File: src/rtl/sp_dev_arbiter_if.sv
// Request/response port of one host that shares a single-port device through sp_dev_arbiter.
// The host drives the command side (master); the arbiter answers with grant and response (slave).
interface sp_dev_arbiter_if #(
    parameter int unsigned DataWidth    = 32,
    parameter int unsigned AddressWidth = 32
);
    logic                    req;
    logic                    we;
    logic [DataWidth/8-1:0]  be;
    logic [AddressWidth-1:0] addr;
    logic [DataWidth-1:0]    wdata;
    logic                    gnt;
    logic                    rvalid;
    logic [DataWidth-1:0]    rdata;
    logic                    err;

    modport master (
        output req, we, be, addr, wdata,
        input  gnt, rvalid, rdata, err
    );

    modport slave (
        input  req, we, be, addr, wdata,
        output gnt, rvalid, rdata, err
    );
endinterface

File: src/rtl/sp_dev_arbiter.sv
// Shares one fixed-latency single-port device between two hosts A and B: same-cycle grant,
// round-robin or fixed-priority on contention, responses routed back by an owner tracker.
module sp_dev_arbiter #(
    parameter int unsigned DataWidth    = 32,
    parameter int unsigned AddressWidth = 32,
    parameter int unsigned Latency      = 1,
    parameter bit          FixedPrio    = 1'b0
) (
    input  logic                    clk_i,
    input  logic                    rst_ni,

    sp_dev_arbiter_if.slave         a_bus,
    sp_dev_arbiter_if.slave         b_bus,

    output logic                    dev_req_o,
    output logic                    dev_we_o,
    output logic [DataWidth/8-1:0]  dev_be_o,
    output logic [AddressWidth-1:0] dev_addr_o,
    output logic [DataWidth-1:0]    dev_wdata_o,
    input  logic                    dev_rvalid_i,
    input  logic [DataWidth-1:0]    dev_rdata_i,
    input  logic                    dev_err_i,

    output logic                    protocol_err_o
);

    // prio_q names the host that wins the next contended cycle: 0 = A, 1 = B.
    logic               prio_q;
    logic               gnt_a;
    logic               gnt_b;
    logic [Latency-1:0] vld_p;
    logic [Latency-1:0] own_p;
    logic               oldest_vld;
    logic               oldest_own;
    logic               rsp_hit;
    logic               perr_q;

    // Request stage: combinational grant and command mux
    always_comb begin
        gnt_a = a_bus.req & (~b_bus.req | FixedPrio | ~prio_q);
        gnt_b = b_bus.req & ~gnt_a;
    end

    assign a_bus.gnt   = gnt_a;
    assign b_bus.gnt   = gnt_b;

    assign dev_req_o   = a_bus.req | b_bus.req;
    assign dev_we_o    = gnt_b ? b_bus.we    : a_bus.we;
    assign dev_be_o    = gnt_b ? b_bus.be    : a_bus.be;
    assign dev_addr_o  = gnt_b ? b_bus.addr  : a_bus.addr;
    assign dev_wdata_o = gnt_b ? b_bus.wdata : a_bus.wdata;

    // Tracker stage: one {valid, owner} slot per cycle of device latency
    always_ff @(posedge clk_i or negedge rst_ni) begin
        if (!rst_ni) begin
            prio_q <= 1'b0;
            vld_p  <= '0;
            own_p  <= '0;
            perr_q <= 1'b0;
        end else begin
            if (gnt_a) begin
                prio_q <= 1'b1;
            end else if (gnt_b) begin
                prio_q <= 1'b0;
            end
            vld_p[0] <= dev_req_o;
            own_p[0] <= gnt_b;
            for (int i = 1; i < int'(Latency); i++) begin
                vld_p[i] <= vld_p[i-1];
                own_p[i] <= own_p[i-1];
            end
            // Any disagreement between device and tracker is a latency violation.
            if (dev_rvalid_i != oldest_vld) begin
                perr_q <= 1'b1;
            end
        end
    end

    // Response stage: route the device response to the owner of the oldest slot
    assign oldest_vld = vld_p[Latency-1];
    assign oldest_own = own_p[Latency-1];
    assign rsp_hit    = dev_rvalid_i & oldest_vld;

    assign a_bus.rvalid = rsp_hit & ~oldest_own;
    assign b_bus.rvalid = rsp_hit &  oldest_own;
    assign a_bus.err    = rsp_hit & ~oldest_own & dev_err_i;
    assign b_bus.err    = rsp_hit &  oldest_own & dev_err_i;
    assign a_bus.rdata  = dev_rdata_i;
    assign b_bus.rdata  = dev_rdata_i;

    assign protocol_err_o = perr_q;

endmodule

File: src/flat_wrapper.sv
// flat-port wrapper written by rule: the top's interface ports become plain ports
module sp_dev_arbiter_flat 
#(
    parameter int unsigned DataWidth    = 32,
    parameter int unsigned AddressWidth = 32,
    parameter int unsigned Latency      = 1,
    parameter bit          FixedPrio    = 1'b0
)
  (clk_i, rst_ni, dev_req_o, dev_we_o, dev_be_o, dev_addr_o, dev_wdata_o, dev_rvalid_i, dev_rdata_i, dev_err_i, protocol_err_o, a_bus_req, a_bus_we, a_bus_be, a_bus_addr, a_bus_wdata, a_bus_gnt, a_bus_rvalid, a_bus_rdata, a_bus_err, b_bus_req, b_bus_we, b_bus_be, b_bus_addr, b_bus_wdata, b_bus_gnt, b_bus_rvalid, b_bus_rdata, b_bus_err);
  sp_dev_arbiter_if #(.DataWidth(DataWidth), .AddressWidth(AddressWidth)) a_bus_i ();
  sp_dev_arbiter_if #(.DataWidth(DataWidth), .AddressWidth(AddressWidth)) b_bus_i ();
  input  logic clk_i;
  input  logic rst_ni;
  output logic dev_req_o;
  output logic dev_we_o;
  output logic [DataWidth/8-1:0] dev_be_o;
  output logic [AddressWidth-1:0] dev_addr_o;
  output logic [DataWidth-1:0] dev_wdata_o;
  input  logic dev_rvalid_i;
  input  logic [DataWidth-1:0] dev_rdata_i;
  input  logic dev_err_i;
  output logic protocol_err_o;
  input wire logic [$bits(a_bus_i.req)-1:0] a_bus_req;
  input wire logic [$bits(a_bus_i.we)-1:0] a_bus_we;
  input wire logic [$bits(a_bus_i.be)-1:0] a_bus_be;
  input wire logic [$bits(a_bus_i.addr)-1:0] a_bus_addr;
  input wire logic [$bits(a_bus_i.wdata)-1:0] a_bus_wdata;
  output wire logic [$bits(a_bus_i.gnt)-1:0] a_bus_gnt;
  output wire logic [$bits(a_bus_i.rvalid)-1:0] a_bus_rvalid;
  output wire logic [$bits(a_bus_i.rdata)-1:0] a_bus_rdata;
  output wire logic [$bits(a_bus_i.err)-1:0] a_bus_err;
  input wire logic [$bits(b_bus_i.req)-1:0] b_bus_req;
  input wire logic [$bits(b_bus_i.we)-1:0] b_bus_we;
  input wire logic [$bits(b_bus_i.be)-1:0] b_bus_be;
  input wire logic [$bits(b_bus_i.addr)-1:0] b_bus_addr;
  input wire logic [$bits(b_bus_i.wdata)-1:0] b_bus_wdata;
  output wire logic [$bits(b_bus_i.gnt)-1:0] b_bus_gnt;
  output wire logic [$bits(b_bus_i.rvalid)-1:0] b_bus_rvalid;
  output wire logic [$bits(b_bus_i.rdata)-1:0] b_bus_rdata;
  output wire logic [$bits(b_bus_i.err)-1:0] b_bus_err;
  assign a_bus_i.req = a_bus_req;
  assign a_bus_i.we = a_bus_we;
  assign a_bus_i.be = a_bus_be;
  assign a_bus_i.addr = a_bus_addr;
  assign a_bus_i.wdata = a_bus_wdata;
  assign a_bus_gnt = a_bus_i.gnt;
  assign a_bus_rvalid = a_bus_i.rvalid;
  assign a_bus_rdata = a_bus_i.rdata;
  assign a_bus_err = a_bus_i.err;
  assign b_bus_i.req = b_bus_req;
  assign b_bus_i.we = b_bus_we;
  assign b_bus_i.be = b_bus_be;
  assign b_bus_i.addr = b_bus_addr;
  assign b_bus_i.wdata = b_bus_wdata;
  assign b_bus_gnt = b_bus_i.gnt;
  assign b_bus_rvalid = b_bus_i.rvalid;
  assign b_bus_rdata = b_bus_i.rdata;
  assign b_bus_err = b_bus_i.err;
  sp_dev_arbiter #(.DataWidth(DataWidth), .AddressWidth(AddressWidth), .Latency(Latency), .FixedPrio(FixedPrio)) u_core (.clk_i(clk_i), .rst_ni(rst_ni), .a_bus(a_bus_i), .b_bus(b_bus_i), .dev_req_o(dev_req_o), .dev_we_o(dev_we_o), .dev_be_o(dev_be_o), .dev_addr_o(dev_addr_o), .dev_wdata_o(dev_wdata_o), .dev_rvalid_i(dev_rvalid_i), .dev_rdata_i(dev_rdata_i), .dev_err_i(dev_err_i), .protocol_err_o(protocol_err_o));
endmodule
File: config.mk
export PLATFORM = sky130hd
export DESIGN_NAME = sp_dev_arbiter_flat
export DESIGN_NICKNAME = d
export VERILOG_FILES = /design/src/rtl/sp_dev_arbiter_if.sv /design/src/rtl/sp_dev_arbiter.sv /design/src/flat_wrapper.sv
export SDC_FILE = /design/constraint.sdc
export NUM_CORES = 1
export LEC_CHECK = 0
export BUFFER_PORTS_ARGS = -buffer_cell sky130_fd_sc_hd__buf_2
export CORE_AREA = 2 2 123 125
export CTS_BUF_LIST = sky130_fd_sc_hd__clkbuf_16
export DETAILED_ROUTE_END_ITERATION = 6
export DIE_AREA = 0 0 125 127
export SYNTH_ARGS = -nofsm -noshare
export SYNTH_HDL_FRONTEND = slang
export SYNTH_SLANG_ARGS = --single-unit
File: constraint.sdc
create_clock -name clk_i -period 1.15 [get_ports clk_i]
set_clock_uncertainty 0.1 [all_clocks]
set_input_delay 0.0575 -clock clk_i [delete_from_list [all_inputs] [get_ports clk_i]]
set_output_delay 0.0575 -clock clk_i [all_outputs]
set_load 0.1 [all_outputs]
==> impl_metrics.json, run 1 <==
{
  "power_per_cell_area_nw_per_um2": 1166,
  "cts.sinks": 4,
  "setup_slack_ns": -0.6471,
  "antenna_found_initial": 0,
  "globalplace.congestion": 0.7048,
  "slowest_stage": "sky130_fd_sc_hd__dfrtp_1",
  "stdcell_count": 513,
  "drt_iter0_markers": 11,
  "fin_setup_tns_ns": -42.86,
  "yosys-top-cells-area": "sky130_fd_sc_hd__mux2_2 (51%), sky130_fd_sc_hd__buf_4 (31%), sky130_fd_sc_hd__dfrtp_1 (6.5%)",
  "numCtsBuffers": 3,
  "path_clk_slew_ns": 0.03,
  "ctsLongestPathBuffers": 2,
  "unrepaired_setup_endpoints_after_global_routing": "yes",
  "grt_overflow_total": 0,
  "start_util_pct": 10.63,
  "failed_checks": "setup timing",
  "grt_pass1_vias": 1903,
  "synth_seq_cells": 4,
  "cap_violations": 0,
  "synth_top_cell_area_share_pct": 50.69,
  "multi_input_logic_area_um2": 1177,
  "yosysSeqAreaShare_pct": 6.531,
  "min_from": "dev_rdata_i[20]",
  "worstSetupStartpointType": "flip-flop",
  "fillerInstances": 1517,
  "final-hold-violation-count": 0,
  "layout-drive-gt1-share_pct": 97.87,
  "worstHoldPathCells": 0,
  "detailed_place_hpwl_mm": 6.405,
  "dp_worst_setup_slack_ns": -0.4328,
  "viasPerCell": 3.380,
  "cts-htree-levels": 1,
  "grt_start_max_net_pins": 30,
  "worst_path_largest_cell_delay_ns": 0.36,
  "worst-r2r-cell-count": 4,
  "cellLeakagePower_nw": 2.121,
  "timing_worst_slew_pin_value_ns": 0.4872,
  "place.detailed.instances": 502,
  "final_antenna_net_count": 0,
  "synth_top_flop_cell": "sky130_fd_sc_hd__dfrtp_1",
  "layout.area.seq_um2": 103.9,
  "netlist_instances": 158,
  "clock_latency_ns": 0.22,
  "gr-usage-all-layers_pct": 8.129,
  "fin_crit_sh_pct": 156.3,
  "synth_cell_types": 16,
  "yosys.cell_count.top_type": "sky130_fd_sc_hd__mux2_2",
  "die-area_um2": 15880,
  "end_kind": "output pin",
  "route.detailed.drc": 0,
  "maxSlewViolCount": 0,
  "design.portCount": 317,
  "number_of_synthesized_flops_with_an_enable_pin": 0,
  "synth.top_cells.by_count": "sky130_fd_sc_hd__mux2_2 (69), sky130_fd_sc_hd__buf_4 (64), sky130_fd_sc_hd__buf_6 (7)",
  "chipWidth_um": 125,
  "vias": 1734,
  "synth_area_leader_cell": "sky130_fd_sc_hd__mux2_2",
  "yosysWarnings": 0,
  "timing.rr.start": "u_core.prio_q",
  "syn_avg_cell_area_um2": 9.701,
  "tritoncts_clock_tree": "yes",
  "core-area_um2": 14420,
  "routed_wire_length_per_instance_um": 13.88,
  "asyncSetResetFlopFracSynth_pct": 100.0,
  "drt_pre_antenna_iters": 4,
  "outcome": "finished with violations",
  "area_delta_synth_final_pct": 163.8,
  "setup.reg_to_reg.worst_slack_ns": -0.10,
  "maxSlewHeadroom_pct": 67.75,
  "layout_min_cycle_time_ns": 1.797,
  "finalWirelength_mm": 7.118,
  "synth.net_count": 335,
  "worstHoldPathType": "in2out",
  "layout.core_utilization_pct": 28.04,
  "syn_area_um2": 1533,
  "die_height_um": 127,
  "max_freq_ghz": 0.5565,
  "vdd.ir_drop.worst_mv": 0.6850,
  "cp_max_fo": 29,
  "global_route_wire_length_before_repair_mm": 10.30,
  "antenna_cells_inserted": 0,
  "setup_viol": 76,
  "crit_type": "reg2out",
  "rows": 44,
  "worst-endpoint-arrival_ns": 1.64,
  "nNetsFinal": 507,
  "fin_hold_ws_ns": 0.01505,
  "timing.rr.end": "u_core.oldest_own",
  "clock-root-buffer": "sky130_fd_sc_hd__clkbuf_16",
  "hold_path_end": "a_bus_rdata[20]",
  "critical_path_cell_by_cell": "nand2b_4, nand2_8, buf_16, mux2_4, buf_12",
  "portBuffers": 220,
  "worstPathRequired_ns": 0.99
}
-- sequential cells by signal, indices dropped and copies added, names as in the netlist --
name / count
u_core.oldest_own: 1
u_core.oldest_vld: 1
u_core.prio_q: 1
u_core.protocol_err_o: 1
-- metrics by stage --
| step | area [um2] | power (mW) |
|---|---|---|
| after global routing | 4044 | 4.867 |
| after global placement | 3747 | 4.038 |
| after CTS | 4019 | 4.750 |
| final | 4044 | 4.717 |
| after floorplan | 1809 | 3.703 |
| after detailed placement | 3747 | 4.052 |
-- final cells by class --
class                           instances  share of cell area [%]
Inverter                                2                  0.2785
Clock buffer                            3                   1.856
Sequential cell                         4                   2.568
Multi-Input combinational cell         81                   29.12
Tap cell                              184                   5.693
Clock inverter                          1                 0.09282
Timing Repair Buffer                  238                   60.40
-- repair_timing --
action / CTS / global route
pin swaps: 1 / 1
endpoints found under the setup margin: 76 / 76
endpoints found under the hold margin: 4 / 0
setup buffers: 5 / 3
resized for setup: 39 / 5
hold buffers: 1 / 0
-- per-layer routing --
layer  global-route usage, %  part of all wire, %  vias up
met5                       0                    0        -
met4                   2.092                  2.3        0
met3                   2.136                  9.1       23
met2                   16.14                   56      144
met1                   8.410                   32      750
li1                        -                    -      817
-- how the worst max path moves through the flow --
| stage | start | endpoint |
|---|---|---|
| floorplan | u_core.prio_q | u_core.oldest_own |
| global placement | u_core.prio_q | dev_wdata_o[26] |
| detailed placement | u_core.prio_q | dev_addr_o[22] |
| CTS | u_core.prio_q | dev_wdata_o[26] |
| global route | u_core.prio_q | dev_wdata_o[26] |
| finish | u_core.prio_q | dev_addr_o[22] |
-- worst max-delay path: cells and delay by family, from the launching register on --
family | cells | cell delay (ns)
buf+inv | 2 | 0.40
flops | 1 | 0.36
mux | 1 | 0.35
simple gates | 2 | 0.28
-- power by group --
group	internal [mW]	switching, mW
logic	1.61	2.40
registers	0.152	0.0103
clock network	0.449	0.0977
total	2.21	2.50
-- layout by cell type (no fill, tap or decap), drive strengths merged, types with 2 or more instances in the layout --
cell type | netlist | layout
buf | 71 | 237
clkbuf | 0 | 3
dfrtp | 4 | 4
inv | 2 | 2
mux2 | 69 | 69
nand2 | 2 | 2
or2 | 2 | 2
-- kinds of logic (layout without fill, tap and decap cells) --
kind of cell	Yosys count	count (layout)	share of synthesized area (%)
DFF	4	4	6.531
muxes	69	69	50.69
and+or+nand+nor	9	9	4.163
AOI/OAI and AO/OA	2	2	0.8162
adders and majority gates	1	1	0.8162
buffers and inverters	73	244	36.98
Power figures use the tool's default switching activity.
==> run 2, diff against run 1 <==
CELL_PAD_IN_SITES_DETAIL_PLACEMENT = 1   (was not set)
CELL_PAD_IN_SITES_GLOBAL_PLACEMENT = 2   (was not set)
CORE_AREA = not set   (was 2 2 123 125)
CORE_ASPECT_RATIO = 0.9   (was not set)
CORE_MARGIN = 2   (was not set)
CORE_UTILIZATION = 10   (was not set)
DIE_AREA = not set   (was 0 0 125 127)
PLACE_DENSITY_LB_ADDON = 0.1   (was not set)
==> impl_metrics.json, run 2 (synthesis results as in run 1) <==
{
  "cts.sinks": 4,
  "core-area_um2": 14870,
  "maxSlewHeadroom_pct": 67.43,
  "timing.critical_path.from": "u_core.prio_q",
  "globalplace.congestion": 0.7217,
  "setup_slack_ns": -0.6263,
  "critical_path_cell_by_cell": "nand2b_4, nand2_8, buf_12, mux2_4, buf_12",
  "max_freq_ghz": 0.5630,
  "outcome": "finished with violations",
  "cts-htree-levels": 1,
  "viasPerCell": 3.460,
  "clock-root-buffer": "sky130_fd_sc_hd__clkbuf_16",
  "dpl_cell_area_um2": 3752,
  "numCtsBuffers": 3,
  "design.portCount": 317,
  "antenna_cells_inserted": 0,
  "worstHoldPathType": "in2reg",
  "area_delta_synth_final_pct": 157.5,
  "die_height_um": 121.5,
  "fin_crit_sh_pct": 154.5,
  "worstPathRequired_ns": 0.99,
  "fin_setup_tns_ns": -42.11,
  "rows": 42,
  "chipWidth_um": 134.5,
  "min_from": "a_bus_req",
  "gr-usage-all-layers_pct": 9.694,
  "worst_path_buffer_plus_inverter_count": 2,
  "grt_overflow_total": 0,
  "timing_worst_slew_pin_value_ns": 0.4919,
  "drt_iter0_markers": 28,
  "layout.cells.most_common_list": "sky130_fd_sc_hd__buf_2 (144), sky130_fd_sc_hd__buf_12 (75), sky130_fd_sc_hd__mux2_4 (64)",
  "power_per_cell_area_nw_per_um2": 1177,
  "routed_wire_length_per_instance_um": 16.09,
  "clock_latency_ns": 0.23,
  "drt_pre_antenna_iters": 3,
  "cp_common_cell": "sky130_fd_sc_hd__buf_12",
  "crit_type": "reg2out",
  "route.detailed.drc": 0,
  "die-area_um2": 16340,
  "timing.rr.start": "u_core.prio_q",
  "fin_hold_ws_ns": 0.01431,
  "antenna_found_initial": 0,
  "cp_max_fo": 29,
  "nNetsFinal": 500,
  "setup_viol": 76,
  "cellLeakagePower_nw": 2.049,
  "worstSetupStartpointType": "flip-flop",
  "layout-drive-gt1-share_pct": 98.14,
  "finalPower_mw": 4.646,
  "finalWirelength_mm": 8.366,
  "layout.cells.most_common": "sky130_fd_sc_hd__buf_2",
  "final-hold-violation-count": 0,
  "maxSlewViolCount": 0,
  "portBuffers": 220,
  "layout_min_cycle_time_ns": 1.776,
  "unrepaired_setup_endpoints_after_global_routing": "yes",
  "final_antenna_net_count": 0,
  "start_util_pct": 10.31,
  "tritoncts_clock_tree": "yes",
  "slowest_stage": "sky130_fd_sc_hd__dfrtp_1",
  "vdd.ir_drop.worst_mv": 0.4015,
  "end_kind": "output pin",
  "grt_pass1_vias": 2027,
  "failed_checks": "setup timing",
  "global_route_wire_length_before_repair_mm": 12.14,
  "detailed_place_hpwl_mm": 7.758,
  "grt_start_max_net_pins": 30,
  "fillerInstances": 1693,
  "crit_family": "buffers and inverters",
  "cap_violations": 0,
  "final_design_area_no_fill_um2": 3946,
  "worst_path_largest_cell_delay_ns": 0.36,
  "ctsLongestPathBuffers": 2,
  "vias": 1799,
  "path_clk_slew_ns": 0.03,
  "worst-endpoint-arrival_ns": 1.62
}
run 2: cell count changes in the layout (fill, tap and decap cells not counted), sizes merged:
cell / before / now
buf: 237 / 230
run 2: timing repair:
action	4_1_cts	5_1_grt
pin swaps	2	1
cloned	0	0
hold buffers	1	0
setup buffers	2	1
setup endpoints to repair	76	76
resized for setup	21	4
endpoints found under the hold margin	4	0
run 2: routing by layer:
layer / track usage, % / vias to the layer above / wire, um
li1: - / 802 / -
met1: 10.17 / 802 / 2803
met2: 18.08 / 182 / 4417
met3: 3.926 / 13 / 1064
met4: 2.171 / 0 / 81
met5: 0 / - / 0
run 2: final cells by class:
class,instances,area [um2],area share [%]
flip-flops and latches,4,105.1,2.663
repair buffers,231,2337,59.23
clock buffers,3,75.07,1.902
multi-input cells,81,1166,29.55
well taps,198,247.7,6.278
clock inverters,1,3.754,0.09512
inverters,2,11.26,0.2854
run 2: path summary, 6_finish.rpt:
| check | endpoint | slack [ns] | cells past startpoint |
|---|---|---|---|
| max | dev_wdata_o[2] | -0.63 | 5 |
| min | u_core.oldest_vld | 0.01 | 2 |
| max reg2reg | u_core.oldest_own | -0.07 | 5 |
| min reg2reg | u_core.protocol_err_o | 0.46 | 1 |
| max in group asynchronous | u_core.protocol_err_o | 0.72 | 2 |
| min in group asynchronous | u_core.oldest_vld | 0.08 | 2 |
run 2: per-stage QoR:
step	cells	util, %	setup slack (ns)
2_1_floorplan	158	-	-0.4567
3_3_place_gp	513	25.23	-0.3885
3_5_place_dp	513	25.23	-0.4176
4_1_cts	519	26.33	-0.6366
5_1_grt	520	26.54	-0.6736
6_report	520	26.54	-0.6263
run 2: worst register-to-register path, cell delays in order (launching register included):
cell	delay, ns
sky130_fd_sc_hd__dfrtp_1	0.36
sky130_fd_sc_hd__nand2b_4	0.17
sky130_fd_sc_hd__nand2_8	0.09
sky130_fd_sc_hd__buf_12	0.15
sky130_fd_sc_hd__buf_6	0.12
sky130_fd_sc_hd__clkinvlp_4	0.10
run 2: where the power goes:
group          internal, mW  leakage (nW)  total [mW]  switching (mW)
clock                 0.450        0.0423       0.558           0.108
sequential            0.152        0.0424       0.164          0.0111
combinational          1.54          1.96        3.92            2.39
==> run 3, diff against run 2 <==
clock period = 2.28 ns   (was 1.15 ns; I/O delays follow)
==> impl_metrics.json, run 3 (synthesis results as in run 1) <==
{
  "rows": 42,
  "final_antenna_net_count": 0,
  "pwr-share-clk_pct": 12.3,
  "worst-r2r-cell-count": 2,
  "portBuffers": 220,
  "die-area_um2": 16340,
  "ctsLongestPathBuffers": 2,
  "timing.rr.start": "u_core.oldest_vld",
  "fin_crit_sh_pct": 88.32,
  "clock_latency_ns": 0.22,
  "cp_common_cell": "sky130_fd_sc_hd__buf_12",
  "detailed_place_hpwl_mm": 7.508,
  "chipWidth_um": 134.5,
  "worst_path_buffer_plus_inverter_count": 2,
  "dp_worst_setup_slack_ns": 0.4711,
  "worstHoldPathCells": 2,
  "worst_path_largest_cell_delay_ns": 0.39,
  "viasPerCell": 3.350,
  "path_clk_slew_ns": 0.03,
  "end_kind": "output pin",
  "crit_family": "buffers and inverters",
  "timing_worst_slew_pin_value_ns": 0.5143,
  "min_from": "a_bus_req",
  "worstHoldPathType": "in2reg",
  "fin_setup_tns_ns": 0,
  "clock-root-buffer": "sky130_fd_sc_hd__clkbuf_16",
  "cp_max_fo": 29,
  "antenna_cells_inserted": 0,
  "critical_path_cell_by_cell": "nand2b_4, nand2_4, buf_12, mux2_2, buf_12",
  "crit_type": "reg2out",
  "cap_violations": 0,
  "power_per_cell_area_nw_per_um2": 627.9,
  "p_comb_share_pct": 84.0,
  "drt_iter0_markers": 11,
  "maxSlewViolCount": 0,
  "layout.cells.most_common_list": "sky130_fd_sc_hd__buf_2 (151), sky130_fd_sc_hd__buf_12 (71), sky130_fd_sc_hd__mux2_2 (69)",
  "nNetsFinal": 492,
  "switching_power_mw": 1.217,
  "drt_pre_antenna_iters": 4,
  "max_freq_ghz": 0.4966,
  "cts_hold_buffers": 1,
  "post_cts_buffers": 0,
  "gr-usage-all-layers_pct": 9.226,
  "layout_min_cycle_time_ns": 2.014,
  "tritoncts_clock_tree": "yes",
  "fillerInstances": 1730,
  "layout-drive-gt1-share_pct": 95.21,
  "worst-endpoint-arrival_ns": 1.80,
  "internal_power_mw": 0.9703,
  "globalplace.congestion": 0.6878,
  "core-area_um2": 14870,
  "finalWirelength_mm": 8.096,
  "area_delta_synth_final_pct": 127.3,
  "finalPower_mw": 2.187,
  "final-hold-violation-count": 0,
  "setup_viol": 0,
  "worstPathRequired_ns": 2.07,
  "cts.sinks": 4,
  "grt_overflow_total": 0,
  "unrepaired_setup_endpoints_after_global_routing": "no",
  "antenna_found_initial": 1,
  "die_height_um": 121.5,
  "vias": 1712,
  "cts-htree-levels": 1,
  "setup.reg_to_reg.worst_slack_ns": 1.18,
  "slowest_stage": "sky130_fd_sc_hd__mux2_2",
  "cellLeakagePower_nw": 1.683,
  "hold_path_end": "u_core.oldest_vld",
  "setup_slack_ns": 0.2663,
  "vdd.ir_drop.worst_mv": 0.1577,
  "start_util_pct": 10.31,
  "worstSetupStartpointType": "flip-flop",
  "grt_start_max_net_pins": 30,
  "cts_resized": 0,
  "layout.cells.most_common": "sky130_fd_sc_hd__buf_2",
  "outcome": "complete, no violations",
  "design.portCount": 317,
  "maxSlewHeadroom_pct": 65.95,
  "global_route_wire_length_before_repair_mm": 11.42,
  "route.detailed.drc": 0,
  "power.sequential.fraction_pct": 3.7,
  "numCtsBuffers": 3,
  "netSwitchingFraction_pct": 55.64,
  "routed_wire_length_per_instance_um": 15.84,
  "grt_pass1_vias": 1896,
  "timing.rr.end": "u_core.protocol_err_o"
}
-- run 3: cell count changes in the layout (fill, tap and decap cells not counted), sizes merged --
cell      previous run  this run
buf                230       222
clkinvlp             1         0
-- run 3: worst max path at each step --
stage	cells after the start	from	endpoint
floorplan	2	u_core.oldest_vld	a_bus_rvalid
global placement	5	u_core.prio_q	dev_addr_o[28]
detailed placement	5	u_core.prio_q	dev_be_o[0]
CTS	5	u_core.prio_q	dev_be_o[0]
global route	5	u_core.prio_q	dev_wdata_o[18]
finish	5	u_core.prio_q	dev_wdata_o[20]
-- run 3: final cells by class --
| cell class | instances | area [um2] | area share, % |
|---|---|---|---|
| clock buffer | 3 | 75.07 | 2.155 |
| inverter | 2 | 7.507 | 0.2155 |
| multi-input combinational | 81 | 865.8 | 24.86 |
| sequential | 4 | 100.1 | 2.874 |
| tap | 198 | 247.7 | 7.112 |
| timing repair buffer | 223 | 2187 | 62.79 |
-- run 3: through the flow --
step                      hold slack [ns]  util [%]  cells  area [um2]
after global routing              0.07330     23.42    511        3483
after floorplan                   -0.2816         -    158        1533
after detailed placement          -0.1752     22.85    507        3398
after CTS                         0.06266     23.42    511        3483
after global placement            -0.1710     22.85    507        3398
final                             0.06218     23.42    511        3483
-- run 3: layer usage --
metal	vias to the layer above	track usage (%)	part of all wire (%)
li1	786	-	-
met4	2	2.434	2.1
met5	-	0	0.20
met2	139	16.93	51
met1	752	9.393	33
met3	33	4.344	13
-- run 3: power by group through the flow --
stage / sequential, mW / combinational [mW] / clock (mW)
after floorplan: 0.0801 / 1.69 / 0
after global placement: 0.0807 / 1.85 / 0
after detailed placement: 0.0812 / 1.85 / 0
after CTS: 0.0804 / 1.86 / 0.277
after global routing: 0.0814 / 1.89 / 0.283
final: 0.0802 / 1.84 / 0.269
-- run 3: worst register-to-register path, delay by kind of cell, from the launching register on --
family / cells / cell delay, ns
and+or+nand+nor: 1 / 0.27
adders and majority gates: 1 / 0.25
DFF: 1 / 0.35
